File: src/rtl/ar_burst.sv
// ar_burst: memory address register with load, stride step and burst engine.
//
// Holds the current memory address on dout. In IDLE it can be loaded from
// BusOut/IOut, stepped up or down by STRIDE, or told to run a burst of
// BurstLen beats. During a burst the register presents each beat address to
// memory and advances by STRIDE every time memory accepts one.
//
// Handshake: MemReq is high for every cycle of BURST and dout is the address
// on offer. A beat completes on a rising Clk where MemReq and MemAck are both
// high. MemReq never drops before the burst ends, and dout only changes when
// a beat completes. There is no timeout.
//
// Ports:
//   Clk        in   rising-edge clock
//   Rst        in   asynchronous active-high reset
//   WEN        in   load enable (IDLE only)
//   selAR      in   load source: 0 = BusOut, 1 = IOut
//   BusOut     in   bus load value
//   IOut       in   instruction-field load value
//   Inc / Dec  in   step dout up / down by STRIDE (IDLE only)
//   BurstStart in   start a burst of BurstLen beats (IDLE only, BurstLen != 0)
//   BurstLen   in   burst length, sampled with BurstStart
//   MemAck     in   memory accepted the current beat address
//   dout       out  current address (registered)
//   MemReq     out  burst address valid
//   Busy       out  high in BURST and DONE
//   Done       out  one-cycle pulse after the last beat
//   Wrap       out  one-cycle pulse after a step or beat crossed 2^WIDTH
//   state_dbg  out  raw FSM state, for observation only
module ar_burst #(
  parameter int WIDTH   = 8,
  parameter int STRIDE  = 1,
  parameter int BURST_W = 4
) (
  input  logic               Clk,
  input  logic               Rst,
  input  logic               WEN,
  input  logic               selAR,
  input  logic [WIDTH-1:0]   BusOut,
  input  logic [WIDTH-1:0]   IOut,
  input  logic               Inc,
  input  logic               Dec,
  input  logic               BurstStart,
  input  logic [BURST_W-1:0] BurstLen,
  input  logic               MemAck,
  output logic [WIDTH-1:0]   dout,
  output logic               MemReq,
  output logic               Busy,
  output logic               Done,
  output logic               Wrap,
  output logic [1:0]         state_dbg
);

  typedef enum logic [1:0] {
    IDLE  = 2'd0,
    BURST = 2'd1,
    DONE  = 2'd2
  } state_t;

  localparam logic [WIDTH-1:0]   STEP     = WIDTH'(STRIDE);
  localparam logic [BURST_W-1:0] ONE_BEAT = BURST_W'(1);

  state_t             state_q, state_d;
  logic [WIDTH-1:0]   dout_d;
  logic [BURST_W-1:0] rem_q, rem_d;
  logic               wrap_d;

  // One extra bit on the sum captures the carry out of the top address bit.
  logic [WIDTH:0]     sum_up;
  logic [WIDTH-1:0]   sum_dn;
  logic               borrow;

  assign sum_up = {1'b0, dout} + {1'b0, STEP};
  assign sum_dn = dout - STEP;
  assign borrow = (dout < STEP);

  always_comb begin
    state_d = state_q;
    dout_d  = dout;
    rem_d   = rem_q;
    wrap_d  = 1'b0;
    case (state_q)
      IDLE: begin
        // Fixed priority; lower-priority commands in the same cycle are dropped.
        if (WEN) begin
          dout_d = selAR ? IOut : BusOut;
        end else if (Inc) begin
          dout_d = sum_up[WIDTH-1:0];
          wrap_d = sum_up[WIDTH];
        end else if (Dec) begin
          dout_d = sum_dn;
          wrap_d = borrow;
        end else if (BurstStart && (BurstLen != '0)) begin
          // First beat is the address already in dout.
          rem_d   = BurstLen;
          state_d = BURST;
        end
      end
      BURST: begin
        if (MemAck) begin
          dout_d = sum_up[WIDTH-1:0];
          wrap_d = sum_up[WIDTH];
          if (rem_q == ONE_BEAT) begin
            rem_d   = '0;
            state_d = DONE;
          end else begin
            rem_d = rem_q - ONE_BEAT;
          end
        end
      end
      DONE: begin
        state_d = IDLE;
      end
      default: begin
        state_d = IDLE;
        rem_d   = '0;
      end
    endcase
  end

  always_ff @(posedge Clk or posedge Rst) begin
    if (Rst) begin
      state_q <= IDLE;
      dout    <= '0;
      rem_q   <= '0;
      Wrap    <= 1'b0;
    end else begin
      state_q <= state_d;
      dout    <= dout_d;
      rem_q   <= rem_d;
      Wrap    <= wrap_d;
    end
  end

  // Flags decode straight from the state register, so they carry no
  // combinational path from the inputs.
  assign MemReq    = (state_q == BURST);
  assign Done      = (state_q == DONE);
  assign Busy      = (state_q != IDLE);
  assign state_dbg = state_q;

endmodule

File: config.mk
export PLATFORM = sky130hd
export DESIGN_NAME = ar_burst
export DESIGN_NICKNAME = d
export VERILOG_FILES = /design/src/rtl/ar_burst.sv
export SDC_FILE = /design/constraint.sdc
export NUM_CORES = 1
export LEC_CHECK = 0
export BUFFER_PORTS_ARGS = -buffer_cell sky130_fd_sc_hd__buf_2
export CAP_MARGIN = 0
export CORE_MARGIN = 1
export CORE_UTILIZATION = 30
export CTS_CLUSTER_SIZE = 16
export DETAILED_ROUTE_END_ITERATION = 7
export PLACE_DENSITY = 0.51
export SKIP_LAST_GASP = 1
export SLEW_MARGIN = 20
export SYNTH_ARGS = -nofsm -noshare
export SYNTH_HDL_FRONTEND = slang
export SYNTH_SLANG_ARGS = --single-unit
File: constraint.sdc
create_clock -name Clk -period 1.8 [get_ports Clk]
set_input_delay 0.09 -clock Clk [delete_from_list [all_inputs] [get_ports Clk]]
set_output_delay 0.09 -clock Clk [all_outputs]
set_load 0.1 [all_outputs]
==> impl_metrics.csv, run 1 <==
group,metric,value,unit
run_status,status,"complete, no violations",
sta,setup_viol,0,
worst_setup_path,rr_endpoint,"dout[6]$_DFFE_PP0P_",
floorplanning,core,4350,um^2
power,p_leak,0.799,nW
sta,drv_slew,0,
synth,syn_area,1350,um^2
synth,syn_avg_cell_area,8.15,um^2
clock_tree,clock_latency,250,ps
synth,ys_seq_area_share,27.8,%
floorplanning,die_x,69.1,um
sta,worstMarginPinSlew,623,ps
grt,grt_use_total,16.6,%
synth,synth_edf_count,0,
clock_tree,cts_buffer_depth,2,
place,portBuffers,41,
worst_setup_path,end_kind,"register",
sta,clock.fmax,0.560,GHz
detailed_routing,vias_per_cell,5.27,
grt,first_global_vias,1372,
worst_setup_path,r2r_start,"dout[1]$_DFFE_PP0P_",
sta,slew_headroom,58.4,%
synth,synth-main-ff-cell,"dfrtp_1",
worst_setup_path,rrSetupSlack,10,ps
clock_tree,cts_made_buffers,3,
place,dp_cells,254,
sta,fin_ws,14.3,ps
synth,synthSimpleGateAreaFrac,24.1,%
cells_and_area,nFillCells,466,
cells_and_area,syn2layout_area_growth,33.0,%
synth,muxShareOfSynthArea,7.77,%
sta,timing.hold.ws,100,ps
worst_setup_path,path_class,"register to register",
floorplanning,row_count,24,
synth,synth_nets,198,
floorplanning,die_height,69.1,um
cells_and_area,stdcell_count,262,
synth,synth_cells,166,
grt,grt_overflow,0,
synth,synthArstFlopShare,100,%
sta,clock-skew-final,5.03,ps
power,swShare,59.8,%
detailed_routing,drc,0,
clock_tree,cts_htree_levels,1,
worst_setup_path,arrival,1960,ps
power,internal_power,1.48,mW
power,switching_power,2.20,mW
grt,antenna_found_initial,0,
detailed_routing,routedWlPerCell,14.7,um
place,place_congestion,0.749,
grt,grt_max_degree,16,
place,place_hpwl,2940,um
worst_setup_path,cp.required,1970,ps
clock_tree,cts_tree,"built",
sta,period_minus_slack,1790,ps
power,power_density,2040,nW/um^2
worst_setup_path,reg2reg_depth,7,
worst_setup_path,cp-start-kind,"register",
detailed_routing,routed_wl,3850,um
synth,ys_seq_elements,15,
run,max_cap_viol_count,0,
cells_and_area,layout.nets,243,
min_path,min_path_type,"primary input to register",
detailed_routing,drt-initial-drc-count,80,
synth,synthAdderAreaFrac,3.70,%
worst_setup_path,crit_fanout,4,
clock_tree,path_clk_slew,70,ps
power,clockPowerShare,7.8,%
power,power_frac_comb,70.1,%
detailed_routing,dr.pass1.iters,4,
sta,rsz0062_at_grt,"yes",
synth,synth_compound_gate_area_share,22.6,%
synth,yosys_warnings,0,
synth,synth_xor_area_share,3.89,%
place,dp_slack,-21.1,ps
cells_and_area,antennaDiodeCount,0,
power,fin_total_pwr,3.67,mW
grt,grt_pass1_wl,6330,um
worst_setup_path,crit_start,"dout[1]$_DFFE_PP0P_",
cells_and_area,post-route-util,41.3,%
power,p_seq_share,22.1,%
detailed_routing,ant_nets,0,
cells_and_area,drive_gt1_share,41.9,%
floorplanning,pin_count,42,
cells_and_area,mostFrequentLayoutCells,"40 x buf_2, 13 x nor2_1, 12 x buf_4",
floorplanning,initial_core_util,31.1,%
clock_tree,clock-sinks,15,
sta,final_hold_viol_count,0,
synth,synth_top_family_by_area,"simple AND/OR/NAND/NOR gates",
synth,ys_types,46,
clock_tree,root_buffer,"clkbuf_8",
power,irDropWorstVdd,0.00135,V
cells_and_area,final_common_cell,"buf_2",
detailed_routing,vias,1380,
floorplanning,die_area,4780,um^2
sta,fin_crit_sh,99.2,%
worst_setup_path,endpoint,"dout[6]$_DFFE_PP0P_",
sequential cells by signal (all words and copies together), names as in the netlist:
signal     cells
Wrap           1
rem_q          4
dout           8
state_dbg      2
metrics by stage:
| stage | setup TNS, ps | cell area (um^2) |
|---|---|---|
| 2_1_floorplan | -124 | 1450 |
| 3_3_place_gp | 0 | 1710 |
| 3_5_place_dp | -52.1 | 1710 |
| 4_1_cts | -6.32 | 1780 |
| 5_1_grt | -143 | 1800 |
| 6_report | 0 | 1800 |
critical path: stages (launching register included):
cell	delay, ps
dfrtp_4	510
inv_4	70
ha_4	120
nor3b_4	190
nor4b_4	270
nor3_1	70
or3_1	320
a31oi_1	150
kinds of logic after synthesis:
| group | after synthesis |
|---|---|
| simple gates | 58 |
| compound gates | 44 |
| buf+inv | 29 |
| flops | 15 |
| mux | 10 |
| xor+xnor | 6 |
| fa+ha+maj | 4 |
per-layer routing:
metal | GRT usage, % | vias up | wire length [um]
li1 | - | 689 | -
met1 | 22.2 | 641 | 1910
met3 | 2.92 | 4 | 175
met4 | 6.35 | 0 | 42
met2 | 26.6 | 46 | 1720
met5 | 0 | - | 0
cell type report:
cell class,instances,area [um^2],share of cell area [%]
multi-input cells,122,895,49.7
flip-flops and latches,15,410,22.8
repair buffers,54,320,17.8
well taps,52,65.1,3.62
inverters,15,62.6,3.48
clock buffers,3,41.3,2.29
clock inverters,1,5.00,0.278
synth_stat cells (all sizes together), types with 3 or more instances:
library cell | instances | share of area [%]
a21oi | 6 | 2.5
a31oi | 4 | 1.8
and3 | 4 | 1.9
buf | 13 | 5.7
dfrtp | 15 | 28
ha | 4 | 3.7
inv | 14 | 3.9
mux2 | 4 | 3.3
mux2i | 6 | 4.4
nand2 | 9 | 2.5
nand3 | 7 | 2.6
nor2 | 15 | 4.2
nor2b | 3 | 1.4
nor3 | 8 | 3.0
o21ai | 12 | 4.4
o22ai | 3 | 1.4
o32ai | 3 | 1.9
xnor2 | 4 | 2.6
how the worst min path moves through the flow:
stage | startpoint | to | slack [ps] | depth (start not counted)
2_1_floorplan | Rst | Wrap$_DFF_PP0_ | -8 | 1
3_3_place_gp | Rst | dout[5]$_DFFE_PP0P_ | 200 | 2
3_5_place_dp | Rst | dout[4]$_DFFE_PP0P_ | 200 | 2
4_1_cts | MemAck | state_dbg[0]$_DFFE_PP0P_ | 100 | 2
5_1_grt | MemAck | state_dbg[0]$_DFFE_PP0P_ | 110 | 2
6_report | MemAck | state_dbg[0]$_DFFE_PP0P_ | 100 | 2
timing repair:
action                                  4_1_cts  5_1_grt
gates cloned                                  0        0
buffers inserted                              2        1
hold buffers                                  1        0
endpoints found under the hold margin        15        0
pin swaps                                     0        2
endpoints found under the setup margin        1        5
resized for setup                             0        2
power groups by stage:
| stage | clock (mW) | combinational [mW] | sequential (mW) |
|---|---|---|---|
| after global routing | 0.309 | 2.75 | 0.850 |
| after detailed placement | 0 | 2.51 | 0.822 |
| after CTS | 0.293 | 2.55 | 0.809 |
| final | 0.286 | 2.58 | 0.811 |
| after global placement | 0 | 2.51 | 0.811 |
| after floorplan | 0 | 1.47 | 1.44 |
Power figures use the tool's default switching activity.
==> inputs of run 2 (changes only) <==
- BUFFER_PORTS_ARGS: -buffer_cell sky130_fd_sc_hd__buf_2 -> not set
- DONT_BUFFER_PORTS: not set -> 1
- PLACE_DENSITY: 0.51 -> 0.43
==> impl_metrics.csv, run 2 (synthesis gave the netlist of run 1 again) <==
group,metric,value,unit
cells_and_area,syn2layout_area_growth,26.2,%
detailed_routing,drc,0,
clock_tree,clock-sinks,15,
cells_and_area,nFillCells,449,
sta,drv_slew,0,
power,internal_power,1.53,mW
cells_and_area,finalInstanceArea,1710,um^2
cells_and_area,largest_register,"dout",
detailed_routing,routed_wl,3920,um
sta,slew_headroom,57.6,%
clock_tree,cts_made_buffers,3,
power,swShare,58.9,%
sta,fin_crit_sh,102,%
floorplanning,die_height,69.1,um
sta,worstMarginPinSlew,635,ps
cells_and_area,antennaDiodeCount,0,
clock_tree,path_clk_slew,70,ps
cells_and_area,mostFrequentLayoutCells,"26 x buf_4, 13 x nor2_1, 10 x inv_1",
grt,grt.busiest_layer,"met2",
power,clockPowerShare,7.5,%
grt,grt_pass1_wl,6330,um
grt,antenna_found_initial,0,
detailed_routing,drt-initial-drc-count,50,
sta,clock.fmax,0.547,GHz
sta,final_hold_viol_count,0,
run,max_cap_viol_count,0,
power,p_seq_share,22.2,%
place,portBuffers,0,
grt,first_global_vias,1230,
grt,met2_usage,24.2,%
floorplanning,pin_count,42,
worst_setup_path,cp-start-kind,"register",
cells_and_area,final_common_cell,"buf_4",
place,place_hpwl,2920,um
floorplanning,row_count,24,
sta,period_minus_slack,1830,ps
clock_tree,cts_tree,"built",
clock_tree,root_buffer,"clkbuf_8",
detailed_routing,dr.pass1.iters,4,
worst_setup_path,arrival,1990,ps
grt,grt_use_total,16.3,%
worst_setup_path,crit_fanout,4,
cells_and_area,drive_gt1_share,34.6,%
place,postPlaceCellArea,1560,um^2
sta,setup_viol,3,
worst_setup_path,path_class,"register to register",
sta,fin_ws,-28.8,ps
sta,timing.hold.ws,16.6,ps
sta,clock-skew-final,7.07,ps
power,irDropWorstVdd,0.000734,V
power,switching_power,2.20,mW
detailed_routing,routedWlPerCell,16.5,um
floorplanning,core,4350,um^2
floorplanning,die_x,69.1,um
floorplanning,initial_core_util,31.1,%
clock_tree,cts_htree_levels,1,
grt,met1_usage,23.5,%
detailed_routing,vias_per_cell,5.69,
grt,grt_max_degree,16,
power,power_density,2180,nW/um^2
grt,met3_usage,4.24,%
clock_tree,cts_buffer_depth,2,
floorplanning,die_area,4780,um^2
place,place_congestion,0.878,
sta,rsz0062_at_grt,"yes",
clock_tree,clock_latency,250,ps
worst_setup_path,cp.required,1960,ps
run_status,violations,"setup timing",
cells_and_area,seq_area,410,um^2
cells_and_area,multi_input_area,896,um^2
power,p_leak,0.708,nW
detailed_routing,vias,1349,
cells_and_area,layout.nets,218,
detailed_routing,ant_nets,0,
grt,grt_overflow,0,
worst_setup_path,end_kind,"register",
min_path,min_path_type,"primary input to register",
power,power_frac_comb,70.3,%
run_status,status,"finished with violations",
cells_and_area,largest_reg_flops,8,
==> run 2: per-stage QoR <==
step	total power [mW]	setup TNS [ps]	utilization [%]	cells	setup WS, ps
6_report	3.73	-53.6	39.2	237	-28.8
4_1_cts	3.68	-53.2	38.2	233	-53.2
5_1_grt	3.95	-459	39.2	237	-154
2_1_floorplan	2.91	-124	-	166	-71.4
3_3_place_gp	3.29	-75.8	35.7	222	-75.8
3_5_place_dp	3.31	-162	35.7	222	-61.0
==> run 2: area by class of cell <==
| cell class | instances | area share [%] |
|---|---|---|
| Clock inverter | 1 | 0.293 |
| Inverter | 15 | 3.67 |
| Multi-Input combinational cell | 122 | 52.5 |
| Timing Repair Buffer | 29 | 13.3 |
| Sequential cell | 15 | 24.0 |
| Clock buffer | 3 | 2.42 |
| Tap cell | 52 | 3.81 |
==> run 2: power groups by stage <==
stage / Clock [mW] / Sequential [mW] / Combinational, mW
floorplan: 0 / 1.44 / 1.47
global placement: 0 / 0.833 / 2.46
detailed placement: 0 / 0.841 / 2.46
CTS: 0.287 / 0.822 / 2.57
global route: 0.303 / 0.860 / 2.79
finish: 0.280 / 0.826 / 2.62
==> run 2: critical path, cell delays in order, from the launching register on <==
cell     delay, ps
dfrtp_4        510
buf_4          150
ha_1           220
nand3_1        130
nor2_1          90
o21a_1         160
or3_1          350
a31oi_1        130
==> run 2: routing by layer <==
metal | share of wire (%) | vias up
li1 | - | 637
met5 | 0 | -
met3 | 7.9 | 8
met2 | 45 | 58
met1 | 46 | 646
met4 | 1.3 | 0
==> run 2: final timing paths <==
check	start	to	slack, ps	cells after the start
max	dout[1]$_DFFE_PP0P_	dout[6]$_DFFE_PP0P_	-30	7
min reg2reg	rem_q[3]$_DFFE_PP0P_	rem_q[3]$_DFFE_PP0P_	520	1
max in group asynchronous	Rst	state_dbg[0]$_DFFE_PP0P_	960	2
max reg2reg	dout[1]$_DFFE_PP0P_	dout[6]$_DFFE_PP0P_	-30	7
min	Inc	dout[7]$_DFFE_PP0P_	20	2
min in group asynchronous	Rst	dout[1]$_DFFE_PP0P_	360	2
==> run 2: timing repair <==
| action | CTS | global route |
|---|---|---|
| hold endpoints to repair | 16 | 0 |
| hold buffers | 2 | 0 |
| gates resized for setup | 1 | 3 |
| endpoints found under the setup margin | 4 | 6 |
| pin swaps | 0 | 4 |
| buffers inserted | 5 | 4 |
==> inputs of run 3 (changes only) <==
- RECOVER_POWER: not set -> 50
==> impl_metrics.csv, run 3 (synthesis gave the netlist of run 1 again) <==
group,metric,value,unit
clock_tree,cts_made_buffers,3,
cells_and_area,syn2layout_area_growth,25.6,%
cells_and_area,nFillCells,450,
clock_tree,clock_latency,250,ps
sta,fin_ws,-31.6,ps
detailed_routing,ant_nets,0,
power,fin_total_pwr,3.72,mW
worst_setup_path,arrival,2000,ps
grt,antenna_found_initial,0,
cells_and_area,largest_register,"dout",
place,place_congestion,0.878,
sta,drv_slew,0,
cells_and_area,layout.nets,218,
clock_tree,root_buffer,"clkbuf_8",
detailed_routing,drt-initial-drc-count,50,
sta,final_hold_viol_count,0,
grt,grt_pass1_wl,6330,um
run_status,violations,"setup timing",
clock_tree,cts_tree,"built",
floorplanning,die_x,69.1,um
clock_tree,path_clk_slew,70,ps
detailed_routing,routed_wl,3950,um
clock_tree,cts_buffer_depth,2,
floorplanning,die_area,4780,um^2
cells_and_area,mostFrequentLayoutCells,"23 x buf_4, 13 x nor2_1, 10 x inv_1",
cells_and_area,seq_area,410,um^2
power,irDropWorstVdd,0.000734,V
sta,setup_tns,-37.8,ps
worst_setup_path,path_class,"register to register",
worst_setup_path,cp.required,1960,ps
power,power_density,2190,nW/um^2
floorplanning,core,4350,um^2
place,postPlaceCellArea,1560,um^2
cells_and_area,largest_reg_flops,8,
place,place_hpwl,2920,um
sta,rsz0062_at_grt,"yes",
sta,period_minus_slack,1830,ps
detailed_routing,vias,1352,
power,p_leak,0.706,nW
run_status,status,"finished with violations",
sta,clock.fmax,0.546,GHz
sta,clock-skew-final,8.25,ps
grt,first_global_vias,1230,
floorplanning,die_height,69.1,um
cells_and_area,post-route-util,39.0,%
worst_setup_path,crit_fanout,4,
clock_tree,clock-sinks,15,
cells_and_area,drive_gt1_share,34.6,%
detailed_routing,vias_per_cell,5.70,
clock_tree,cts_htree_levels,1,
detailed_routing,dr.pass1.iters,5,
floorplanning,row_count,24,
place,portBuffers,0,
grt,grt_use_total,16.3,%
run,max_cap_viol_count,0,
sta,fin_crit_sh,102,%
grt,grt_max_degree,16,
sta,setup_viol,2,
cells_and_area,finalInstanceArea,1700,um^2
cells_and_area,antennaDiodeCount,0,
min_path,min_path_type,"primary input to register",
worst_setup_path,rrSetupSlack,-30,ps
sta,worstMarginPinSlew,632,ps
detailed_routing,routedWlPerCell,16.7,um
cells_and_area,final_common_cell,"buf_4",
sta,slew_headroom,57.8,%
cells_and_area,multi_input_area,896,um^2
floorplanning,initial_core_util,31.1,%
grt,grt_overflow,0,
floorplanning,pin_count,42,
detailed_routing,drc,0,
worst_setup_path,end_kind,"register",
worst_setup_path,cp-start-kind,"register",
==> run 3: cell types whose count changed in the layout (fill, tap and decap cells not counted) <==
cell / delta
buf_4: -3
clkbuf_2: +3
==> run 3: cell type report <==
| type | count | share of cell area [%] |
|---|---|---|
| Clock buffer | 3 | 2.43 |
| Clock inverter | 1 | 0.295 |
| Inverter | 15 | 3.68 |
| Multi-Input combinational cell | 122 | 52.7 |
| Sequential cell | 15 | 24.2 |
| Tap cell | 52 | 3.83 |
| Timing Repair Buffer | 29 | 12.9 |
==> run 3: through the flow <==
step                hold slack (ps)  std cells  setup WS, ps
floorplan                     -8.41        166         -71.4
global placement               86.3        222         -75.8
detailed placement              103        222         -61.0
CTS                            15.7        233         -53.2
global route                   28.1        237          -154
finish                         15.3        237         -31.6
==> run 3: power by group <==
group / switching (mW) / internal, mW / leakage (nW)
Combinational: 1.79 / 0.815 / 0.505
Sequential: 0.277 / 0.550 / 0.175
Clock: 0.128 / 0.153 / 0.0255
Total: 2.20 / 1.52 / 0.706
==> run 3: routing by layer <==
metal	wire length [um]	part of all wire (%)	global-route usage, %	vias to the layer above
li1	-	-	-	637
met1	1810	46	23.5	648
met2	1800	45	24.2	61
met3	289	7.3	4.24	6
met4	51	1.3	3.85	0
met5	0	0	0	-
==> run 3: what timing repair did <==
action,CTS,global route
hold endpoints to repair,16,0
gates resized for setup,1,3
buffers inserted,5,4
pin swaps,0,4
hold buffers,2,0
setup endpoints to repair,4,6
==> run 3: worst max-delay path, stage by stage (launching register included) <==
cell	delay (ps)
dfrtp_4	510
buf_4	150
ha_1	220
nand3_1	130
nor2_1	90
o21a_1	160
or3_1	350
a31oi_1	130
==> run 3: worst paths after layout <==
check	start	endpoint	cells past startpoint
hold / removal	Inc	dout[7]$_DFFE_PP0P_	2
hold reg to reg	rem_q[3]$_DFFE_PP0P_	rem_q[3]$_DFFE_PP0P_	1
setup reg to reg	dout[1]$_DFFE_PP0P_	dout[6]$_DFFE_PP0P_	7
setup / recovery	dout[1]$_DFFE_PP0P_	dout[6]$_DFFE_PP0P_	7
max in group asynchronous	Rst	state_dbg[0]$_DFFE_PP0P_	2
min in group asynchronous	Rst	dout[1]$_DFFE_PP0P_	2
